`src/rtl/spi_pkg.sv`:
```
// Shared types and defaults for the SPI slave controller and its shift registers.
package spi_pkg;
  localparam int ADDR_W_DEF = 7;
  localparam int DATA_W_DEF = 8;
  localparam logic RW_READ = 1'b1;

  typedef enum logic [2:0] {
    IDLE, GET_CMD, READ_LOAD, READ_SEND, WRITE_GET, WRITE_COMMIT, DONE
  } state_t;

  function automatic int max_int(input int a, input int b);
    return (a > b) ? a : b;
  endfunction
endpackage

```
`src/rtl/spi_shift_reg.sv`:
```
// MSB-first shift register with parallel load; exposes its top TAP_W bits.
module spi_shift_reg #(
  parameter int W     = 8,
  parameter int TAP_W = W
) (
  input  logic             clk,
  input  logic             reset_n,
  input  logic             load,
  input  logic [W-1:0]     load_data,
  input  logic             shift_en,
  input  logic             serial_in,
  output logic [TAP_W-1:0] tap
);
  logic [W-1:0] q;

  always_ff @(posedge clk or negedge reset_n) begin
    if (!reset_n)      q <= '0;
    else if (load)     q <= load_data;
    else if (shift_en) q <= {q[W-2:0], serial_in};
  end

  assign tap = q[W-1 -: TAP_W];
endmodule

```
`src/rtl/spi_slave_controller.sv`:
```
// SPI slave engine: 7-bit address + R/W command, then one data byte written to
// or read from the memory port. Runs entirely on conditioned, clk-domain inputs.
module spi_slave_controller
  import spi_pkg::*;
#(
  parameter int ADDR_WIDTH = ADDR_W_DEF,
  parameter int DATA_WIDTH = DATA_W_DEF
) (
  input  logic                  clk,
  input  logic                  reset_n,
  input  logic                  cs_cond,
  input  logic                  sclk_posedge,
  input  logic                  sclk_negedge,
  input  logic                  mosi_cond,
  output logic                  miso_out,
  output logic                  miso_oe,
  output logic [ADDR_WIDTH-1:0] mem_addr,
  output logic                  mem_wr_en,
  output logic [DATA_WIDTH-1:0] mem_wr_data,
  input  logic [DATA_WIDTH-1:0] mem_rd_data
);
  // The final command/data bit is taken straight from mosi_cond, so the input
  // register only has to hold the bits that precede it.
  localparam int SR_W  = max_int(ADDR_WIDTH, DATA_WIDTH - 1);
  localparam int CNT_W = $clog2(max_int(ADDR_WIDTH + 1, DATA_WIDTH)) + 1;

  state_t           state;
  logic [CNT_W-1:0] cnt;
  logic [SR_W-1:0]  in_q;
  logic             in_shift, rd_load, rd_shift;

  assign in_shift = !cs_cond && sclk_posedge && (state == GET_CMD || state == WRITE_GET);
  assign rd_load  = !cs_cond && state == READ_LOAD && cnt == CNT_W'(1);
  assign rd_shift = !cs_cond && sclk_negedge && state == READ_SEND;

  spi_shift_reg #(.W(SR_W), .TAP_W(SR_W)) u_in_sr (
    .clk(clk), .reset_n(reset_n), .load(1'b0), .load_data('0),
    .shift_en(in_shift), .serial_in(mosi_cond), .tap(in_q)
  );

  spi_shift_reg #(.W(DATA_WIDTH), .TAP_W(1)) u_rd_sr (
    .clk(clk), .reset_n(reset_n), .load(rd_load), .load_data(mem_rd_data),
    .shift_en(rd_shift), .serial_in(1'b0), .tap(miso_out)
  );

  always_ff @(posedge clk or negedge reset_n) begin
    if (!reset_n) begin
      state       <= IDLE;
      cnt         <= '0;
      miso_oe     <= 1'b0;
      mem_addr    <= '0;
      mem_wr_en   <= 1'b0;
      mem_wr_data <= '0;
    end else begin
      mem_wr_en <= 1'b0;
      // CS release beats any edge pulse in the same cycle
      if (state != IDLE && cs_cond) begin
        state   <= IDLE;
        cnt     <= '0;
        miso_oe <= 1'b0;
      end else begin
        case (state)
          IDLE: if (!cs_cond) begin
            state <= GET_CMD;
            cnt   <= '0;
          end
          GET_CMD: if (sclk_posedge) begin
            if (cnt == CNT_W'(ADDR_WIDTH)) begin
              mem_addr <= in_q[ADDR_WIDTH-1:0];
              cnt      <= '0;
              state    <= (mosi_cond == RW_READ) ? READ_LOAD : WRITE_GET;
            end else cnt <= cnt + 1'b1;
          end
          // cycle 0: address settles, cycle 1: read data valid and loaded
          READ_LOAD: if (cnt == CNT_W'(1)) begin
            miso_oe <= 1'b1;
            cnt     <= '0;
            state   <= READ_SEND;
          end else cnt <= cnt + 1'b1;
          READ_SEND: if (sclk_negedge) begin
            if (cnt == CNT_W'(DATA_WIDTH - 1)) begin
              miso_oe <= 1'b0;
              cnt     <= '0;
              state   <= DONE;
            end else cnt <= cnt + 1'b1;
          end
          // Strobe is registered on the last data edge so it is visible during WRITE_COMMIT.
          WRITE_GET: if (sclk_posedge) begin
            if (cnt == CNT_W'(DATA_WIDTH - 1)) begin
              mem_wr_data <= {in_q[DATA_WIDTH-2:0], mosi_cond};
              mem_wr_en   <= 1'b1;
              cnt         <= '0;
              state       <= WRITE_COMMIT;
            end else cnt <= cnt + 1'b1;
          end
          WRITE_COMMIT: state <= DONE;
          DONE: state <= DONE;
          default: state <= IDLE;
        endcase
      end
    end
  end
endmodule
```
`config.mk`:
```
export PLATFORM = sky130hd
export DESIGN_NAME = spi_slave_controller
export DESIGN_NICKNAME = d
export VERILOG_FILES = /design/src/rtl/spi_pkg.sv /design/src/rtl/spi_shift_reg.sv /design/src/rtl/spi_slave_controller.sv
export SDC_FILE = /design/constraint.sdc
export NUM_CORES = 1
export LEC_CHECK = 0
export ABC_AREA = 1
export BUFFER_PORTS_ARGS = -buffer_cell sky130_fd_sc_hd__buf_4
export CORE_MARGIN = 2
export CORE_UTILIZATION = 60
export DETAILED_ROUTE_END_ITERATION = 7
export PLACE_DENSITY = 0.91
export SLEW_MARGIN = 40
export SYNTH_ARGS = -nofsm -noshare
export SYNTH_HDL_FRONTEND = slang
export SYNTH_SLANG_ARGS = --single-unit
```
`constraint.sdc`:
```
create_clock -name clk -period 5 [get_ports clk]
set_clock_uncertainty 0.15 [all_clocks]
set_input_delay 0.75 -clock clk [delete_from_list [all_inputs] [get_ports clk]]
set_output_delay 0.75 -clock clk [all_outputs]
set_load 0.01 [all_outputs]
```
# --- Word-level counts from Yosys, hierarchy flattened ---
# Index checks and enable logic that the tools add are counted.
# Widths: inputs -> output; s select.
word_totals:
  ff_bits: 39
  output_inout_bits: 18
  word_cells: 77
classes:
  n_addsub: 1
  eq_ne: 17
  muxes: 29
  bitwise_logic: 1
  n_reduce_logical: 21
ops:
  columns: ["cell", "count"]
  rows:
  - ["$mux 3", 10]
  - ["$mux 4", 6]
  - ["$pmux 3 s6", 1]
  - ["$mux 8", 2]
  - ["$pmux 4 s4", 1]
  - ["$reduce_and 4->1", 4]
  - ["$ne 3x1->1 const B", 5]
  - ["$eq 3x3->1 const B", 3]
  - ["$ne 3x2->1 const B", 3]
  - ["$mux 1", 8]
  - ["$reduce_and 8->1", 1]
  - ["$logic_and 1x1->1", 7]
  - ["$eq 3x2->1 const B", 2]
  - ["$reduce_bool 3->1", 2]
  - ["$reduce_bool 5->1", 1]
  - ["$add 4x1->4 const B", 1]
  - ["$eq 4x1->1 const B", 1]
  - ["$eq 4x3->1 const B", 1]
  - ["$reduce_or 2->1", 2]
  - ["$eq 3x1->1 const B", 1]
  - ["$logic_not 3->1", 1]
  - ["$ne 3x3->1 const B", 1]
  - ["$pmux 1 s2", 1]
  - ["$reduce_bool 2->1", 1]
  - ["other kinds (3)", 3]

# --- Logic depth before layout (Yosys ltp) ---
# Gate-level depths: netlist of run 1.
logic_depth:
  word_depth: 5
  ltp_mapped: 9
  ltp_nobuf: 9

# --- Hierarchy ---
# A second synthesis of run 1 with hierarchy kept.
unflattened:
  hier_cells: 261
  hier_area_um2: 2128.3
by_module_without_submodules:
  columns: ["mod", "instances", "cells_each", "area_per_inst_um2", "seq_area_each_um2"]
  rows:
  - ["spi_slave_controller", 1, 178, 1413.9, 600.6]
  - ["spi_shift_reg at u_rd_sr", 1, 44, 374.1, 200.2]
  - ["spi_shift_reg at u_in_sr", 1, 39, 340.3, 175.2]

# --- Least setup slack after synthesis of run 1 ---
# Ideal clock, no wire load.
synth_path:
  path_type: "input -> register"
  from: "input sclk_posedge"
  to: "register mem_addr[3]"
  setup_ns: 0.119
  arrival_time_ns: 1.378
  t_required_ns: 4.731
  setup_slack_ns: 3.353
  path_stages: 6
  path_buffers: 1
  path_cell_list: "inv_1 nor2_4 nand4_2 buf_6 nand2_1 o21ai_2"
synth_via:
  elab_chain_len: 1
synth_lines:
  columns: ["item", "line_no", "rtl"]
  rows:
  - ["from (decl)", "spi_slave_controller.sv:12", "input logic sclk_posedge,"]
  - ["$reduce_and 4->1 (no line)", null, null]
  - ["to (signal assigned)", "spi_slave_controller.sv:69", "mem_addr <= in_q[ADDR_WIDTH-1:0];"]
  - ["to (decl)", "spi_slave_controller.sv:17", "output logic [ADDR_WIDTH-1:0] mem_addr,"]
# Every way passes these cells.
# A chain may end at the register's enable or synchronous reset.

# --- Worst setup path after layout of run 1 ---
layout_path:
  from: "register cnt[0]"
  to: "register mem_addr[4]"
layout_via:
  elab_chain_len: 2
layout_lines:
  columns: ["item", "line_no", "rtl"]
  rows:
  - ["from (decl)", "spi_slave_controller.sv:28", "logic [CNT_W-1:0] cnt;"]
  - ["from (signal assigned)", "spi_slave_controller.sv:72", "end else cnt <= cnt + 1'b1;"]
  - ["from (signal assigned)", "spi_slave_controller.sv:79", "end else cnt <= cnt + 1'b1;"]
  - ["from (signal assigned)", "spi_slave_controller.sv:85", "end else cnt <= cnt + 1'b1;"]
  - ["$eq 4x3->1", "spi_slave_controller.sv:68", "if (cnt == CNT_W'(ADDR_WIDTH)) begin"]
  - ["$reduce_and 4->1 (no line)", null, null]
# Every way passes these cells.

==> out/metrics.yaml, run 1 <==
setup_path:
  slowest_stage: "dfrtp_1"
  cp_max_fo: 14
  endpoint_kind: "flop"
  timing.rr.end: "mem_addr[4]"
  r2r_start: "cnt[0]"
  worstRegToRegCells: 6
  critPathBufInv: 0
  cp.arrival_ns: 2.04
  critPathMaxStageDelay_ns: 0.45
  crit_chain: "ha_1 -> nand3_2 -> nor2_4 -> nand4_2 -> nand2_1 -> o21ai_2"
  ff2ff_setup_slack_ns: 3.04
  critPathKind: "reg -> reg"
  cp-start-kind: "flop"
  cp_top_family: "simple AND/OR/NAND/NOR gates"
  crit_required_ns: 5.08
clock_network:
  cts-hold-fix-buffers: 0
  numCtsBuffers: 5
  clk_latency_ns: 0.34
  cts_setup_buffers: 0
  cts_tree: "done"
  clockRootBuffer: "clkbuf_4"
  cts_max_level: 2
  clock-sinks: 39
  post_cts_resized: 0
  clock_path_buffers: 2
  cts.clk_slew.worst_paths_ns: 0.12
global_route:
  grt_antenna_before_repair: 0
  grt_pass1_wl_um: 6893
  grt_use_total: 0.2228
  grt_pass1_vias: 1600
  grt_max_degree: 40
  overflow: 0
sta:
  period_needed_ns: 1.960
  whs_ns: 0.1931
  fin_crit_sh: 0.3920
  max_freq_mhz: 510.2
  drv_slew: 0
  setup_viol_count_final: 0
  slew_headroom: 0.6872
  rsz0062_at_grt: "false"
  tightest_slew_ns: 0.4691
  tns_ns: 0
  hold_violations: 0
place:
  place_congestion: 0.8747
  dpl.hpwl_um: 2949
  place_inst: 318
  numPortBuffers: 31
finish:
  drive_above_1_share: 0.2679
  final.fill_count: 263
  nNetsFinal: 295
  diodes: 0
  synthToLayoutAreaGrowth_pct: 14.42
  utilization: 0.7113
  instances_no_fill: 326
synth:
  synth.area.top_cells: "dfrtp_1, nand2_1, o21ai_2, nand3_1, inv_1"
  synth_warnings: 0
  syn_inst: 245
  synth_area_sq_um: 2074
  synth_top_area_frac: 0.4704
  synth_common_cells: "nand2_1, dfrtp_1, nand3_1, inv_1, nor2_1"
  ys_ff_latch: 39
  synth_most_common_cell: "nand2_1"
  synth.avg_cell_area_sq_um: 8.467
  synth_largest_area_cell: "dfrtp_1"
  ys_seq_area_frac: 0.4704
  ys.flop_type: "dfrtp_1"
  yosys.cell_types.count: 26
  syn-num-nets: 261
  ys_async_sr_fraction: 1.000
  synth_edf_count: 0
power:
  ir_worst_vdd_mv: 0.2344
  p_leak_nw: 1.239
  power.density_nw_per_um2: 434.9
floorplan:
  io_pins: 32
  die_w_um: 62.80
  rows: 21
  die_area_sq_um: 3944
  floorplan.initialDensity: 0.6217
  core_sq_um: 3337
  fp.dieH_um: 62.80
detailed_routing:
  via_per_inst: 5.181
  drt_iter0_markers: 109
  vias: 1689
  wl_per_cell_um: 12.32
  post-route-drc-count: 0
  ant_nets: 0
  drt-total-wl_um: 4016
  first_pass_iters: 4
hold_path:
  hp-class: "in -> async"
flow_run:
  maxCapViolCount: 0
status:
  status: "finished clean"
[final cells by class]
type                            instances  area [sq um]  area share
Tap cell                               46         57.56     0.02425
Sequential cell                        39         975.9      0.4112
Inverter                               24         90.09     0.03795
Timing Repair Buffer                   31         232.7     0.09805
Multi-Input combinational cell        178         963.4      0.4059
Clock buffer                            6         41.29     0.01740
Clock inverter                          2         12.51    0.005271
[power by group]
part	switching (W)	leakage [nW]	internal [W]
clock	0.000102	0.0282	0.0000543
sequential	0.0000669	0.511	0.000390
combinational	0.000269	0.700	0.000150
total	0.000438	1.24	0.000594
[cells by family (layout without fill, tap and decap cells)]
family	Yosys count	after routing	share of synthesized area
AO/OA/AOI/OAI	32	32	0.1055
XOR/XNOR	2	2	0.008445
adder cells (fa/ha/maj)	2	2	0.01206
buffers and inverters	28	63	0.06514
flip-flops	39	39	0.4704
AND/OR/NAND/NOR	142	142	0.3384
[metal layers]
| metal | vias to the layer above | track usage | routed length, um |
|---|---|---|---|
| met5 | - | 0 | 0 |
| met4 | 0 | 0.08056 | 15 |
| met3 | 2 | 0.06306 | 147 |
| met2 | 38 | 0.3629 | 1981 |
| met1 | 791 | 0.2847 | 1872 |
| li1 | 858 | - | - |
[through the flow]
step                      instance area (sq um)  power [W]  setup slack, ns
after floorplan                            2074  0.0007815            3.353
after global placement                     2320  0.0008626            3.051
after detailed placement                   2320  0.0008790            2.952
after CTS                                  2374   0.001038            3.035
after global routing                       2374   0.001122            2.883
final                                      2374   0.001032            3.040
[layout by cell type (no fill, tap or decap), types with 2 or more instances in the layout]
cell type,Yosys,routed
o21ai_2,14,14
nand2_1,74,74
nand3_1,24,24
nand2_4,2,2
nor2_2,3,3
a21oi_1,10,10
buf_4,0,31
o21ai_0,5,5
ha_1,2,2
nor2_1,19,19
nand2_2,4,4
nand3b_1,4,4
nand3_2,4,4
dfrtp_1,39,39
clkbuf_4,0,5
xor2_1,2,2
inv_1,21,21
inv_2,3,3
nor2_4,3,3
[flip-flops by register name (all words and copies together) (netlist names)]
signal and flops:
mem_wr_data 8, u_rd_sr.q 8, mem_addr 7, u_in_sr.tap 7
cnt 4, state 3, mem_wr_en 1, miso_oe 1
[worst max-delay path by stage]
stage	start	endpoint	depth (start not counted)
after global placement	sclk_posedge	mem_addr[6]	6
after global routing	cnt[0]	mem_addr[4]	6
after CTS	cnt[0]	mem_addr[4]	6
after detailed placement	sclk_posedge	mem_addr[4]	6
final	cnt[0]	mem_addr[4]	6
after floorplan	sclk_posedge	mem_addr[3]	6
Note: power is estimated with default switching activity, not from simulation.
==> run 2, diff against run 1 <==
CORE_UTILIZATION = 51   (was 60)
PLACE_DENSITY = 0.83   (was 0.91)
clock period = 1.7 ns   (was 5 ns; I/O delays follow)
==> run 2 against run 1 <==
  * Critical path depth unchanged
  * Final area increased by 7.4%
  * Non-clock buffer count rose by 11
  * Clock power rose to 4.9 times the previous value
  * Global-route usage shrank 1.0 points
  * Cell count increased by 4.6%
  * Fmax up 18%
  * Via count grew 5.6%
  * Sequential power increased to 2.9 times the previous value
  * Register-to-register slack got worse by 3.0 ns
==> out/metrics.yaml, run 2 (synthesized netlist as in run 1, its figures left out) <==
status:
  status: "finished clean"
place:
  dpl.hpwl_um: 2908  # -1.4%
  numPortBuffers: 31  # unchanged
  place_congestion: 0.9191  # +5.1%
  pre_cts_ws_ns: 0.008420  # -2.943 ns
  place_inst: 327  # +2.8%
setup_path:
  crit_required_ns: 1.72  # -3.36 ns
  critPathKind: "reg -> reg"
  timing.rr.end: "mem_wr_data[6]"
  ff2ff_setup_slack_ns: 0.03  # -3.01 ns
  endpoint_kind: "flop"
  crit_chain: "ha_2 -> nand3_4 -> nor2_4 -> nand2_4 -> nor2_4 -> a21oi_1"
  slowest_stage: "dfrtp_1"
  r2r_start: "cnt[1]"
  cp-start-kind: "flop"
  critPathMaxStageDelay_ns: 0.40  # -0.05 ns
  cp.arrival_ns: 1.69  # -0.35 ns
  worstRegToRegCells: 6  # unchanged
  cp_max_fo: 8  # -6
  cp_top_family: "simple AND/OR/NAND/NOR gates"
  critPathBufInv: 0  # unchanged
  worst_path_most_repeated_cell: "nor2_4"
clock_network:
  numCtsBuffers: 5  # unchanged
  clock_path_buffers: 2  # unchanged
  cts_max_level: 2  # unchanged
  cts_tree: "done"
  clockRootBuffer: "clkbuf_8"
  clk_latency_ns: 0.29  # -0.05 ns
  clock-sinks: 39  # unchanged
  cts.clk_slew.worst_paths_ns: 0.07  # -0.05 ns
sta:
  max_freq_mhz: 600.6  # +18%
  slew_headroom: 0.6776  # -0.009629
  final.setup.worst_slack_ns: 0.03491  # -3.005 ns
  tightest_slew_ns: 0.4836  # +0.01444 ns
  tns_ns: 0  # unchanged
  setup_viol_count_final: 0  # unchanged
  period_needed_ns: 1.665  # -0.2950 ns
  whs_ns: 0.02692  # -0.1661 ns
  rsz0062_at_grt: "true"
  hold_violations: 0  # unchanged
  drv_slew: 0  # unchanged
  fin_crit_sh: 0.9795  # +0.5875
finish:
  nNetsFinal: 307  # +4.1%
  regArea_sq_um: 979.7  # +0.38%
  synthToLayoutAreaGrowth_pct: 22.86
  final_common_cell: "nand2_1"
  final.fill_count: 313  # +19%
  drive_above_1_share: 0.3127  # +0.04486
  instances_no_fill: 341  # +4.6%
  layout_common_cells: "nand2_1, buf_4, dfrtp_1"
  diodes: 0  # unchanged
  largestRegisters: "mem_wr_data: 8 flops, u_rd_sr.q: 8 flops"
  multi_input_area_sq_um: 996.0  # +3.4%
power:
  p_comb_frac: 0.404  # -0.003
  power.density_nw_per_um2: 1371  # +220%
  ir_worst_vdd_mv: 0.7426  # +220%
  power.internal_w: 0.002111  # +260%
  p_leak_nw: 1.315  # +6.1%
  power_frac_seq: 0.379  # -0.063
  p_switching_w: 0.001382  # +220%
  swShare: 0.3956  # -0.02878
  finalPower_w: 0.003493  # +240%
  pwr-share-clk: 0.217  # +0.066
detailed_routing:
  drt_iter0_markers: 124  # +14%
  via_per_inst: 5.232  # +0.98%
  post-route-drc-count: 0  # unchanged
  drt-total-wl_um: 4524  # +13%
  wl_per_cell_um: 13.27  # +7.7%
  first_pass_iters: 4  # unchanged
  ant_nets: 0  # unchanged
  vias: 1784  # +5.6%
hold_path:
  hp-start: "mem_rd_data[7]"
  hp-class: "in -> reg"
  hold_depth: 3
  min_to: "u_rd_sr.q[7]"
floorplan:
  core_sq_um: 3943  # +18%
  fp.dieH_um: 67.78  # +7.9%
  floorplan.initialDensity: 0.5262  # -0.09549
  die_w_um: 67.78  # +7.9%
  io_pins: 32  # unchanged
  rows: 23  # +9.5%
  die_area_sq_um: 4593  # +16%
global_route:
  grt_max_degree: 40  # unchanged
  grt_pass1_vias: 1635  # +2.2%
  grt_pass1_wl_um: 7279  # +5.6%
  grt_use_total: 0.2125  # -0.01033
  overflow: 0  # unchanged
  grt_antenna_before_repair: 0  # unchanged
flow_run:
  maxCapViolCount: 0  # unchanged
==> run 2: power groups by stage <==
stage	Clock (W)	Combinational [W]	Sequential (W)
final	0.000758	0.00141	0.00133
after global routing	0.000796	0.00158	0.00135
after CTS	0.000764	0.00134	0.00131
after detailed placement	0	0.00131	0.00133
after global placement	0	0.00129	0.00132
after floorplan	0	0.000995	0.00130
==> run 2: worst max-delay path by stage <==
stage	cells after the start	endpoint	startpoint	slack, ns
final	6	mem_wr_data[6]	cnt[1]	0.03
after global routing	6	mem_wr_data[5]	cnt[0]	-0.03
after CTS	7	mem_wr_data[3]	cnt[1]	0.008
after detailed placement	7	mem_wr_data[2]	cnt[1]	0.008
after global placement	7	mem_wr_data[6]	cnt[1]	0.11
after floorplan	7	mem_addr[3]	cnt[0]	0.13
==> run 2: cell type report <==
cell class	instances	share of cell area
sequential	39	0.3844
clock inverter	1	0.01178
timing repair buffer	42	0.1247
clock buffer	6	0.02847
tap	50	0.02455
inverter	24	0.03535
multi-input combinational	179	0.3908
==> run 2: routing by layer <==
| metal | up-vias | global-route usage | wire (um) |
|---|---|---|---|
| li1 | 874 | - | - |
| met1 | 830 | 0.2743 | 1955 |
| met2 | 73 | 0.3493 | 2197 |
| met3 | 7 | 0.04333 | 300 |
| met4 | 0 | 0.08500 | 70 |
| met5 | - | 0 | 0 |
==> run 2: per-stage QoR <==
| stage | instance area [sq um] | util |
|---|---|---|
| final | 2549 | 0.6465 |
| after global routing | 2549 | 0.6465 |
| after CTS | 2486 | 0.6306 |
| after detailed placement | 2362 | 0.5992 |
| after global placement | 2362 | 0.5992 |
| after floorplan | 2074 | - |
==> run 2: what timing repair did <==
action | in CTS | in global routing
resized for setup | 0 | 8
hold buffers | 1 | 0
setup endpoints to repair | 4 | 29
gates cloned | 1 | 0
setup buffers | 0 | 5
pin swaps | 2 | 4
hold endpoints to repair | 39 | 0
==> run 2: worst register-to-register path, stage by stage (launching register included) <==
cell,delay [ns]
dfrtp_1,0.40
ha_2,0.24
nand3_4,0.11
nor2_4,0.16
nand2_4,0.10
nor2_4,0.27
a21oi_1,0.11
